**config.mk**
```make
export PLATFORM = sky130hd
export DESIGN_NAME = dmem_port_arbiter
export DESIGN_NICKNAME = d
export VERILOG_FILES = /design/src/rtl/dmem_port_arbiter.sv
export SDC_FILE = /design/constraint.sdc
export NUM_CORES = 1
export LEC_CHECK = 0
export CAP_MARGIN = 0
export CORE_MARGIN = 5
export CORE_UTILIZATION = 36
export CTS_CLUSTER_DIAMETER = 150
export DETAILED_ROUTE_END_ITERATION = 10
export PLACE_DENSITY = 0.81
export SYNTH_ARGS = -nofsm -noshare
export SYNTH_HDL_FRONTEND = slang
export SYNTH_SLANG_ARGS = --single-unit
```
**constraint.sdc**
```tcl
create_clock -name clk -period 2.36 [get_ports clk]
set_input_delay 0.472 -clock clk [delete_from_list [all_inputs] [get_ports clk]]
set_output_delay 0.472 -clock clk [all_outputs]
set_load 0.01 [all_outputs]
```
**src/rtl/dmem_port_arbiter.sv**
```systemverilog
// Arbitrates dmem port A between the CPU (priority) and a video burst reader with aging.
// Optional conflict counter: define ARB_PERF_CNT_EN to add the perf_conflicts port.

module dmem_port_arbiter #(
  parameter int unsigned AW        = 32,
  parameter int unsigned DW        = 32,
  parameter int unsigned BURST_LEN = 4,
  parameter int unsigned MAX_WAIT  = 8
) (
  input  logic          clk,
  input  logic          reset,
  // CPU port
  input  logic          cpu_req,
  input  logic          cpu_we,
  input  logic [AW-1:0] cpu_addr,
  input  logic [DW-1:0] cpu_wdata,
  output logic          cpu_gnt,
  output logic [DW-1:0] cpu_rdata,
  output logic          cpu_rvalid,
  // Video burst port
  input  logic          vid_req,
  input  logic [AW-1:0] vid_addr,
  output logic          vid_gnt,
  output logic [DW-1:0] vid_rdata,
  output logic          vid_rvalid,
  output logic          vid_done,
`ifdef ARB_PERF_CNT_EN
  output logic [15:0]   perf_conflicts,
`endif
  // dmem port A
  output logic [AW-1:0] mem_addr,
  output logic          mem_we,
  output logic [DW-1:0] mem_wdata,
  input  logic [DW-1:0] mem_rdata
);

  localparam int unsigned BW = (BURST_LEN > 1) ? $clog2(BURST_LEN) : 1;
  localparam int unsigned WW = (MAX_WAIT > 0) ? $clog2(MAX_WAIT + 1) : 1;
  localparam logic [BW-1:0] LastBeat = BW'(BURST_LEN - 1);
  localparam logic [WW-1:0] MaxWait  = WW'(MAX_WAIT);

  typedef enum logic [1:0] {StIdle, StCpu, StVburst} state_e;

  state_e        state_q;
  logic [BW-1:0] beat_q;
  logic [WW-1:0] wait_cnt_q;
  logic          cpu_gnt_q;
  logic          cpu_rvalid_q;
  logic          vid_gnt_q;
  logic          vid_rvalid_q;
  logic          vid_done_q;
  logic [AW-1:0] mem_addr_q;
  logic          mem_we_q;
  logic [DW-1:0] mem_wdata_q;
  logic          cpu_win;

  // CPU loses only when video has aged out.
  assign cpu_win = cpu_req && !(vid_req && (wait_cnt_q == MaxWait));

  always_ff @(posedge clk or negedge reset) begin
    if (!reset) begin
      state_q      <= StIdle;
      beat_q       <= '0;
      wait_cnt_q   <= '0;
      cpu_gnt_q    <= 1'b0;
      cpu_rvalid_q <= 1'b0;
      vid_gnt_q    <= 1'b0;
      vid_rvalid_q <= 1'b0;
      vid_done_q   <= 1'b0;
      mem_addr_q   <= '0;
      mem_we_q     <= 1'b0;
      mem_wdata_q  <= '0;
    end else begin
      cpu_gnt_q    <= 1'b0;
      vid_gnt_q    <= 1'b0;
      mem_we_q     <= 1'b0;
      mem_addr_q   <= '0;
      mem_wdata_q  <= '0;
      // Read data returns one cycle after the address was issued.
      cpu_rvalid_q <= (state_q == StCpu) && !mem_we_q;
      vid_rvalid_q <= vid_gnt_q;
      vid_done_q   <= vid_gnt_q && (beat_q == LastBeat);

      if (vid_req && (state_q != StVburst) && (wait_cnt_q != MaxWait)) begin
        wait_cnt_q <= wait_cnt_q + WW'(1);
      end

      unique case (state_q)
        StIdle: begin
          if (cpu_win) begin
            state_q     <= StCpu;
            cpu_gnt_q   <= 1'b1;
            mem_we_q    <= cpu_we;
            mem_addr_q  <= cpu_addr;
            mem_wdata_q <= cpu_wdata;
          end else if (vid_req) begin
            state_q    <= StVburst;
            vid_gnt_q  <= 1'b1;
            mem_addr_q <= vid_addr;
            beat_q     <= '0;
            wait_cnt_q <= '0;
          end
        end
        StCpu: begin
          state_q <= StIdle;
        end
        StVburst: begin
          if (beat_q == LastBeat) begin
            state_q <= StIdle;
          end else begin
            beat_q     <= beat_q + BW'(1);
            vid_gnt_q  <= 1'b1;
            mem_addr_q <= mem_addr_q + AW'(4);
          end
        end
        default: begin
          state_q <= StIdle;
        end
      endcase
    end
  end

`ifdef ARB_PERF_CNT_EN
  logic [15:0] perf_q;

  always_ff @(posedge clk or negedge reset) begin
    if (!reset) begin
      perf_q <= '0;
    end else if ((state_q == StIdle) && cpu_req && vid_req && (perf_q != 16'hFFFF)) begin
      perf_q <= perf_q + 16'd1;
    end
  end

  assign perf_conflicts = perf_q;
`endif

  assign cpu_gnt    = cpu_gnt_q;
  assign cpu_rvalid = cpu_rvalid_q;
  assign cpu_rdata  = cpu_rvalid_q ? mem_rdata : '0;
  assign vid_gnt    = vid_gnt_q;
  assign vid_rvalid = vid_rvalid_q;
  assign vid_rdata  = vid_rvalid_q ? mem_rdata : '0;
  assign vid_done   = vid_done_q;
  assign mem_addr   = mem_addr_q;
  assign mem_we     = mem_we_q;
  assign mem_wdata  = mem_wdata_q;

endmodule

```
==> impl_metrics.py, run 1 <==
metrics = {
    "status": {
        "outcome": "complete, no violations",
    },
    "clock_network": {
        "cts_buffer_depth": 2,
        "cts_tree": "built",
        "cts-buffers-inserted": 9,
        "cts_resized": 0,
        "path_clk_slew_ns": 0.08,
        "root_buffer": "clkbuf_8",
        "ctsHtreeMaxLevel": 3,
        "postCtsSetupRepairBufs": 0,
        "cts_hold_buf": 0,
        "clock_latency_ns": 0.35,
        "cts_sinks": 78,
    },
    "setup_path": {
        "cp.arrival_ns": 1.72,
        "crit_slowest_cell": "clkdlybuf4s50_1",
        "required_ns": 1.89,
        "crit_top_cell": "clkdlybuf4s50_1",
        "crit_type": "in -> out",
        "cp_slowest_stage_delay_ns": 0.59,
        "cp_max_fo": 2,
        "cp-end-kind": "output port",
        "startpoint_type": "input port",
        "crit_chain": "clkdlybuf4s50_1 -> and2_1 -> clkdlybuf4s50_1",
    },
    "power": {
        "p_leak_nw": 2.88,
        "seqPwrFrac_pct": 34.5,
        "clkPwrFrac_pct": 14.8,
        "p_per_area_nw_per_um2": 869,
        "pwr-share-comb_pct": 50.7,
        "ir_worst_vdd_v": 0.000520,
        "switching_share_pct": 37.4,
        "total_power_mw": 6.04,
        "intPower_mw": 3.78,
        "switchingPower_mw": 2.26,
    },
    "drt": {
        "ant_nets": 0,
        "vias": 4012,
        "vias_per_cell": 5.02,
        "drt_iter0_drc": 203,
        "routed_wl_um": 14700,
        "routedWlPerCell_um": 18.5,
        "drc": 0,
        "firstDrtPassIters": 6,
    },
    "final_layout": {
        "synthToLayoutAreaGrowth_pct": 75.9,
        "drive_above_1_share_pct": 4.86,
        "fin_area_sq_um": 6950,
        "n_antenna_cell": 0,
        "fillers": 888,
        "finish.utilization_pct": 64.4,
        "nets": 792,
    },
    "placement": {
        "portBuffers": 266,
        "finalWeightedCongestion": 0.931,
        "dpl_cell_area_sq_um": 6780,
        "dp_hpwl_um": 11800,
    },
    "die": {
        "rows": 38,
        "die_w_um": 115,
        "core_sq_um": 10800,
        "io_pins": 267,
        "start_util_pct": 36.6,
        "die_h_um": 115,
        "die_area_sq_um": 13200,
    },
    "sta": {
        "max_slew_margin_pct": 55.1,
        "fin_crit_ns": 2.20,
        "hold_viol_final": 0,
        "setup_tns_ns": 0,
        "tightest_slew_ns": 0.673,
        "fmax_mhz": 456,
        "rsz0062_at_grt": "no",
        "finalMaxSlewViolations": 0,
        "clock_skew_ns": 0.0134,
        "post-route-period-util_pct": 93.0,
        "setup_viol": 0,
    },
    "global_route": {
        "antenna_found_initial": 0,
        "grt_pass1_vias": 4207,
        "grt_max_degree": 48,
        "grt_pass1_wl_um": 22400,
        "grt_overflow_total": 0,
        "track_usage_pct": 21.7,
    },
    "logic_synthesis": {
        "postSynthAreaPerCell_sq_um": 10.1,
        "yosys_warnings": 0,
        "synthDominantCellAreaShare_pct": 49.4,
        "netlist_instances": 391,
        "yosysUniqueCellTypes": 37,
        "synth_area_sq_um": 3950,
        "synth_edf_count": 0,
        "synthTopCellsByArea": "dfrtp_1 49%, and2_1 16%, xor2_1 4.9%",
        "synth_top_area_cell": "dfrtp_1",
        "postSynthNetCount": 528,
        "synth_most_common_cell": "and2_1",
        "yosysSeqAreaShare_pct": 49.4,
        "synthArstFlopShare_pct": 100,
        "yosys_most_used_dff": "dfrtp_1",
        "ys_ff_latch": 78,
        "synth.cells.most_frequent": "98 x and2_1, 78 x dfrtp_1, 22 x a22oi_1, 22 x xor2_1",
    },
    "run": {
        "drv_cap": 0,
    },
    "worst_hold_path": {
        "hold_class": "in -> async",
    },
}
==> flip-flops by register name, indices dropped and copies added, names as in the netlist <==
name / count
state_q: 2
mem_we: 1
cpu_rvalid: 1
wait_cnt_q: 4
cpu_gnt: 1
vid_gnt: 1
mem_addr: 32
vid_rvalid: 1
mem_wdata: 32
vid_done: 1
beat_q: 2
==> cell families (layout without fill, tap and decap cells) <==
group	count (synthesis)	count (layout)	synth area share (%)
buf+inv	30	298	3.58
xor+xnor	28	28	6.21
simple gates	185	185	27.8
fa+ha+maj	4	4	1.27
flops	78	78	49.4
compound gates	66	66	11.7
==> through the flow <==
step                cells  hold slack (ns)  setup slack [ns]
detailed placement    784            0.379           -0.0335
finish                799            0.131             0.165
global route          799            0.186            0.0435
floorplan             391            0.176             0.502
CTS                   799            0.148             0.149
global placement      784            0.379            0.0695
==> final timing paths <==
path,cells after the start,endpoint,slack [ns],startpoint
max,3,vid_rdata[19],0.16,mem_rdata[19]
min,1,mem_addr[7],0.13,reset
max reg2reg,7,mem_wdata[4],0.19,wait_cnt_q[0]
min reg2reg,0,vid_rvalid,0.40,vid_gnt
max in group asynchronous,2,mem_addr[2],1.61,reset
min in group clk,0,vid_rvalid,0.40,vid_gnt
==> critical path: cells and delay by family <==
family	cells	cell delay (ns)
buffers and inverters	2	1.11
AND/OR/NAND/NOR	1	0.14
==> per-layer routing <==
layer / wire length [um] / share of wire (%) / GRT usage, %
met3: 1330 / 9.0 / 6.21
met5: 0 / 0 / 0
met1: 5280 / 36 / 23.7
met2: 7680 / 52 / 39.2
met4: 456 / 3.1 / 9.47
==> power by group through the flow <==
stage / combinational, mW / sequential [mW] / clock, mW
2_1_floorplan: 1.20 / 2.21 / 0
3_3_place_gp: 3.02 / 2.08 / 0
3_5_place_dp: 3.08 / 2.10 / 0
4_1_cts: 3.10 / 2.08 / 0.921
5_1_grt: 3.31 / 2.14 / 0.971
6_report: 3.06 / 2.08 / 0.896
==> layout make-up <==
class	count	area, sq um	share of cell area [%]
multi-input cells	283	1860	26.8
inverters	6	22.5	0.324
well taps	140	175	2.52
flip-flops and latches	78	1950	28.1
clock buffers	9	124	1.78
repair buffers	277	2770	39.8
clock inverters	6	47.5	0.684
==> layout by cell type (no fill, tap or decap), types with 2 or more instances in the layout <==
cell / Yosys / layout
nand2b_1: 3 / 3
and2_1: 98 / 98
a221oi_1: 3 / 3
a21oi_1: 5 / 4
ha_1: 4 / 4
nand2_1: 17 / 17
a22oi_1: 22 / 22
nand4_1: 7 / 7
nand3_1: 17 / 17
and3_1: 7 / 7
buf_12: 0 / 2
a222oi_1: 6 / 6
nor3_1: 4 / 4
inv_1: 6 / 6
o21ai_0: 8 / 8
a31oi_1: 4 / 4
buf_4: 0 / 10
dfrtp_1: 78 / 78
clkinvlp_4: 0 / 4
xor2_1: 22 / 22
clkbuf_8: 0 / 9
nor2_1: 17 / 17
nor2b_1: 2 / 2
and4_1: 3 / 3
xnor2_1: 6 / 6
nor4_4: 2 / 2
inv_6: 0 / 2
o22ai_1: 15 / 15
clkdlybuf4s50_1: 0 / 265
Note: power is estimated with default switching activity, not from simulation.
==> run 2, diff against run 1 <==
--- a/config.mk
+++ b/config.mk
@@ -6,7 +6,7 @@
 export NUM_CORES = 1
 export LEC_CHECK = 0
 export CAP_MARGIN = 0
-export CORE_MARGIN = 5
+export CORE_MARGIN = 2
 export CORE_UTILIZATION = 36
 export CTS_CLUSTER_DIAMETER = 150
 export DETAILED_ROUTE_END_ITERATION = 10
==> run 2 against run 1 <==
  * Via count up 0.82%
  * Non-clock buffer count fell by 2
  * Cell area barely moved
  * Register-to-register slack better by 0.04 ns
  * Setup slack improved by 0.0075 ns
  * Sequential power hardly changed
  * Hold slack got worse by 0.046 ns
  * Global-route usage is 1.4 points higher
  * Utilization is essentially flat
==> impl_metrics.py, run 2 (synthesized netlist as in run 1, its figures left out) <==
metrics = {
    "die": {
        "die_area_sq_um": 11800,
        "die_h_um": 109,
        "die_w_um": 109,
        "io_pins": 267,
        "core_sq_um": 10800,
        "start_util_pct": 36.6,
        "rows": 38,
    },
    "final_layout": {
        "fillers": 913,
        "synthToLayoutAreaGrowth_pct": 76.1,
        "nets": 791,
        "drive_above_1_share_pct": 4.86,
        "final_cell_mix": "265 x clkdlybuf4s50_1, 98 x and2_1, 78 x dfrtp_1",
        "n_antenna_cell": 0,
        "register_area_sq_um": 1950,
        "final_common_cell": "clkdlybuf4s50_1",
        "fin_area_sq_um": 6950,
        "multi_input_comb_area_sq_um": 1870,
    },
    "global_route": {
        "grt_max_degree": 52,
        "met3_usage_pct": 5.50,
        "grtUsageMet1_pct": 24.8,
        "grt_pass1_wl_um": 20900,
        "grtUsageMet2_pct": 42.7,
        "antenna_found_initial": 0,
        "grt_pass1_vias": 4017,
        "track_usage_pct": 23.1,
        "grt_overflow_total": 0,
        "top_usage_layer": "met2",
    },
    "setup_path": {
        "crit_chain": "clkdlybuf4s50_1 -> and2_1 -> clkdlybuf4s50_1",
        "required_ns": 1.89,
        "crit_buf_inv": 2,
        "crit_slowest_cell": "clkdlybuf4s50_1",
        "cp_top_family": "buffers and inverters",
        "startpoint_type": "input port",
        "cp-end-kind": "output port",
        "cp_slowest_stage_delay_ns": 0.60,
        "cp_max_fo": 2,
        "crit_type": "in -> out",
        "cp.arrival_ns": 1.72,
        "crit_top_cell": "clkdlybuf4s50_1",
    },
    "drt": {
        "drt_iter0_drc": 210,
        "vias": 4045,
        "ant_nets": 0,
        "vias_per_cell": 5.06,
        "drc": 0,
        "routed_wl_um": 14000,
        "firstDrtPassIters": 4,
        "routedWlPerCell_um": 17.5,
    },
    "clock_network": {
        "cts_buffer_depth": 2,
        "ctsHtreeMaxLevel": 3,
        "clock_latency_ns": 0.35,
        "cts-buffers-inserted": 9,
        "cts_tree": "built",
        "cts_hold_buf": 0,
        "cts_sinks": 78,
        "cts_resized": 0,
        "root_buffer": "clkbuf_8",
        "path_clk_slew_ns": 0.08,
        "postCtsSetupRepairBufs": 0,
    },
    "sta": {
        "rsz0062_at_grt": "no",
        "tightest_slew_ns": 0.769,
        "fin_crit_ns": 2.19,
        "finalMaxSlewViolations": 0,
        "whs_ns": 0.0846,
        "hold_viol_final": 0,
        "setup_tns_ns": 0,
        "max_slew_margin_pct": 48.5,
        "post-route-period-util_pct": 92.7,
        "setup_viol": 0,
        "clock_skew_ns": 0.00443,
        "fmax_mhz": 457,
    },
    "power": {
        "p_leak_nw": 2.90,
        "total_power_mw": 6.09,
        "ir_worst_vdd_v": 0.000413,
        "p_per_area_nw_per_um2": 876,
        "switching_share_pct": 36.6,
        "pwr-share-comb_pct": 49.8,
        "seqPwrFrac_pct": 34.3,
        "switchingPower_mw": 2.23,
        "intPower_mw": 3.86,
        "clkPwrFrac_pct": 15.9,
    },
    "placement": {
        "finalWeightedCongestion": 0.852,
        "portBuffers": 266,
        "dp_hpwl_um": 10700,
        "dpl_cell_area_sq_um": 6750,
    },
    "worst_hold_path": {
        "hold_class": "in -> async",
    },
    "status": {
        "outcome": "complete, no violations",
    },
    "run": {
        "drv_cap": 0,
    },
}
==> run 2: cell types whose count changed in the layout (fill, tap and decap cells not counted), moves of 2 or more <==
| cell | delta |
|---|---|
| clkinv_4 | +2 |
| clkinvlp_4 | -3 |
| clkbuf_8 | +3 |
| inv_6 | -2 |
==> run 2: cell type report <==
class	instances	area share (%)
multi-input combinational	284	26.9
clock buffer	12	2.37
sequential	78	28.1
tap	140	2.52
timing repair buffer	275	39.4
inverter	6	0.324
clock inverter	4	0.432
==> run 2: metal layers <==
metal	wire length, um	share of wire, %
met5	0	0
met4	367	2.6
met3	1180	8.4
met2	7530	54
met1	4920	35
==> run 2: path summary, 6_finish.rpt <==
check | startpoint | endpoint | slack, ns | cells after the start
max in group asynchronous | reset | mem_wdata[12] | 1.67 | 2
setup / recovery | mem_rdata[21] | vid_rdata[21] | 0.17 | 3
hold / removal | reset | mem_addr[8] | 0.08 | 1
min in group clk | vid_gnt | vid_rvalid | 0.41 | 0
hold reg to reg | vid_gnt | vid_rvalid | 0.41 | 0
setup reg to reg | wait_cnt_q[0] | mem_addr[7] | 0.23 | 7
==> run 2: power by group through the flow <==
stage	sequential, mW	clock (mW)	combinational [mW]
2_1_floorplan	2.21	0	1.20
3_3_place_gp	2.08	0	2.97
3_5_place_dp	2.10	0	3.03
4_1_cts	2.08	1.00	3.05
6_report	2.09	0.967	3.03
5_1_grt	2.15	1.05	3.27
==> run 2: stage by stage <==
stage | cells | utilization, % | worst slack [ns]
after global placement | 782 | 62.5 | -0.0726
after floorplan | 391 | - | 0.502
after CTS | 798 | 64.4 | 0.0191
after detailed placement | 782 | 62.5 | -0.191
final | 799 | 64.4 | 0.172
after global routing | 799 | 64.4 | 0.0769
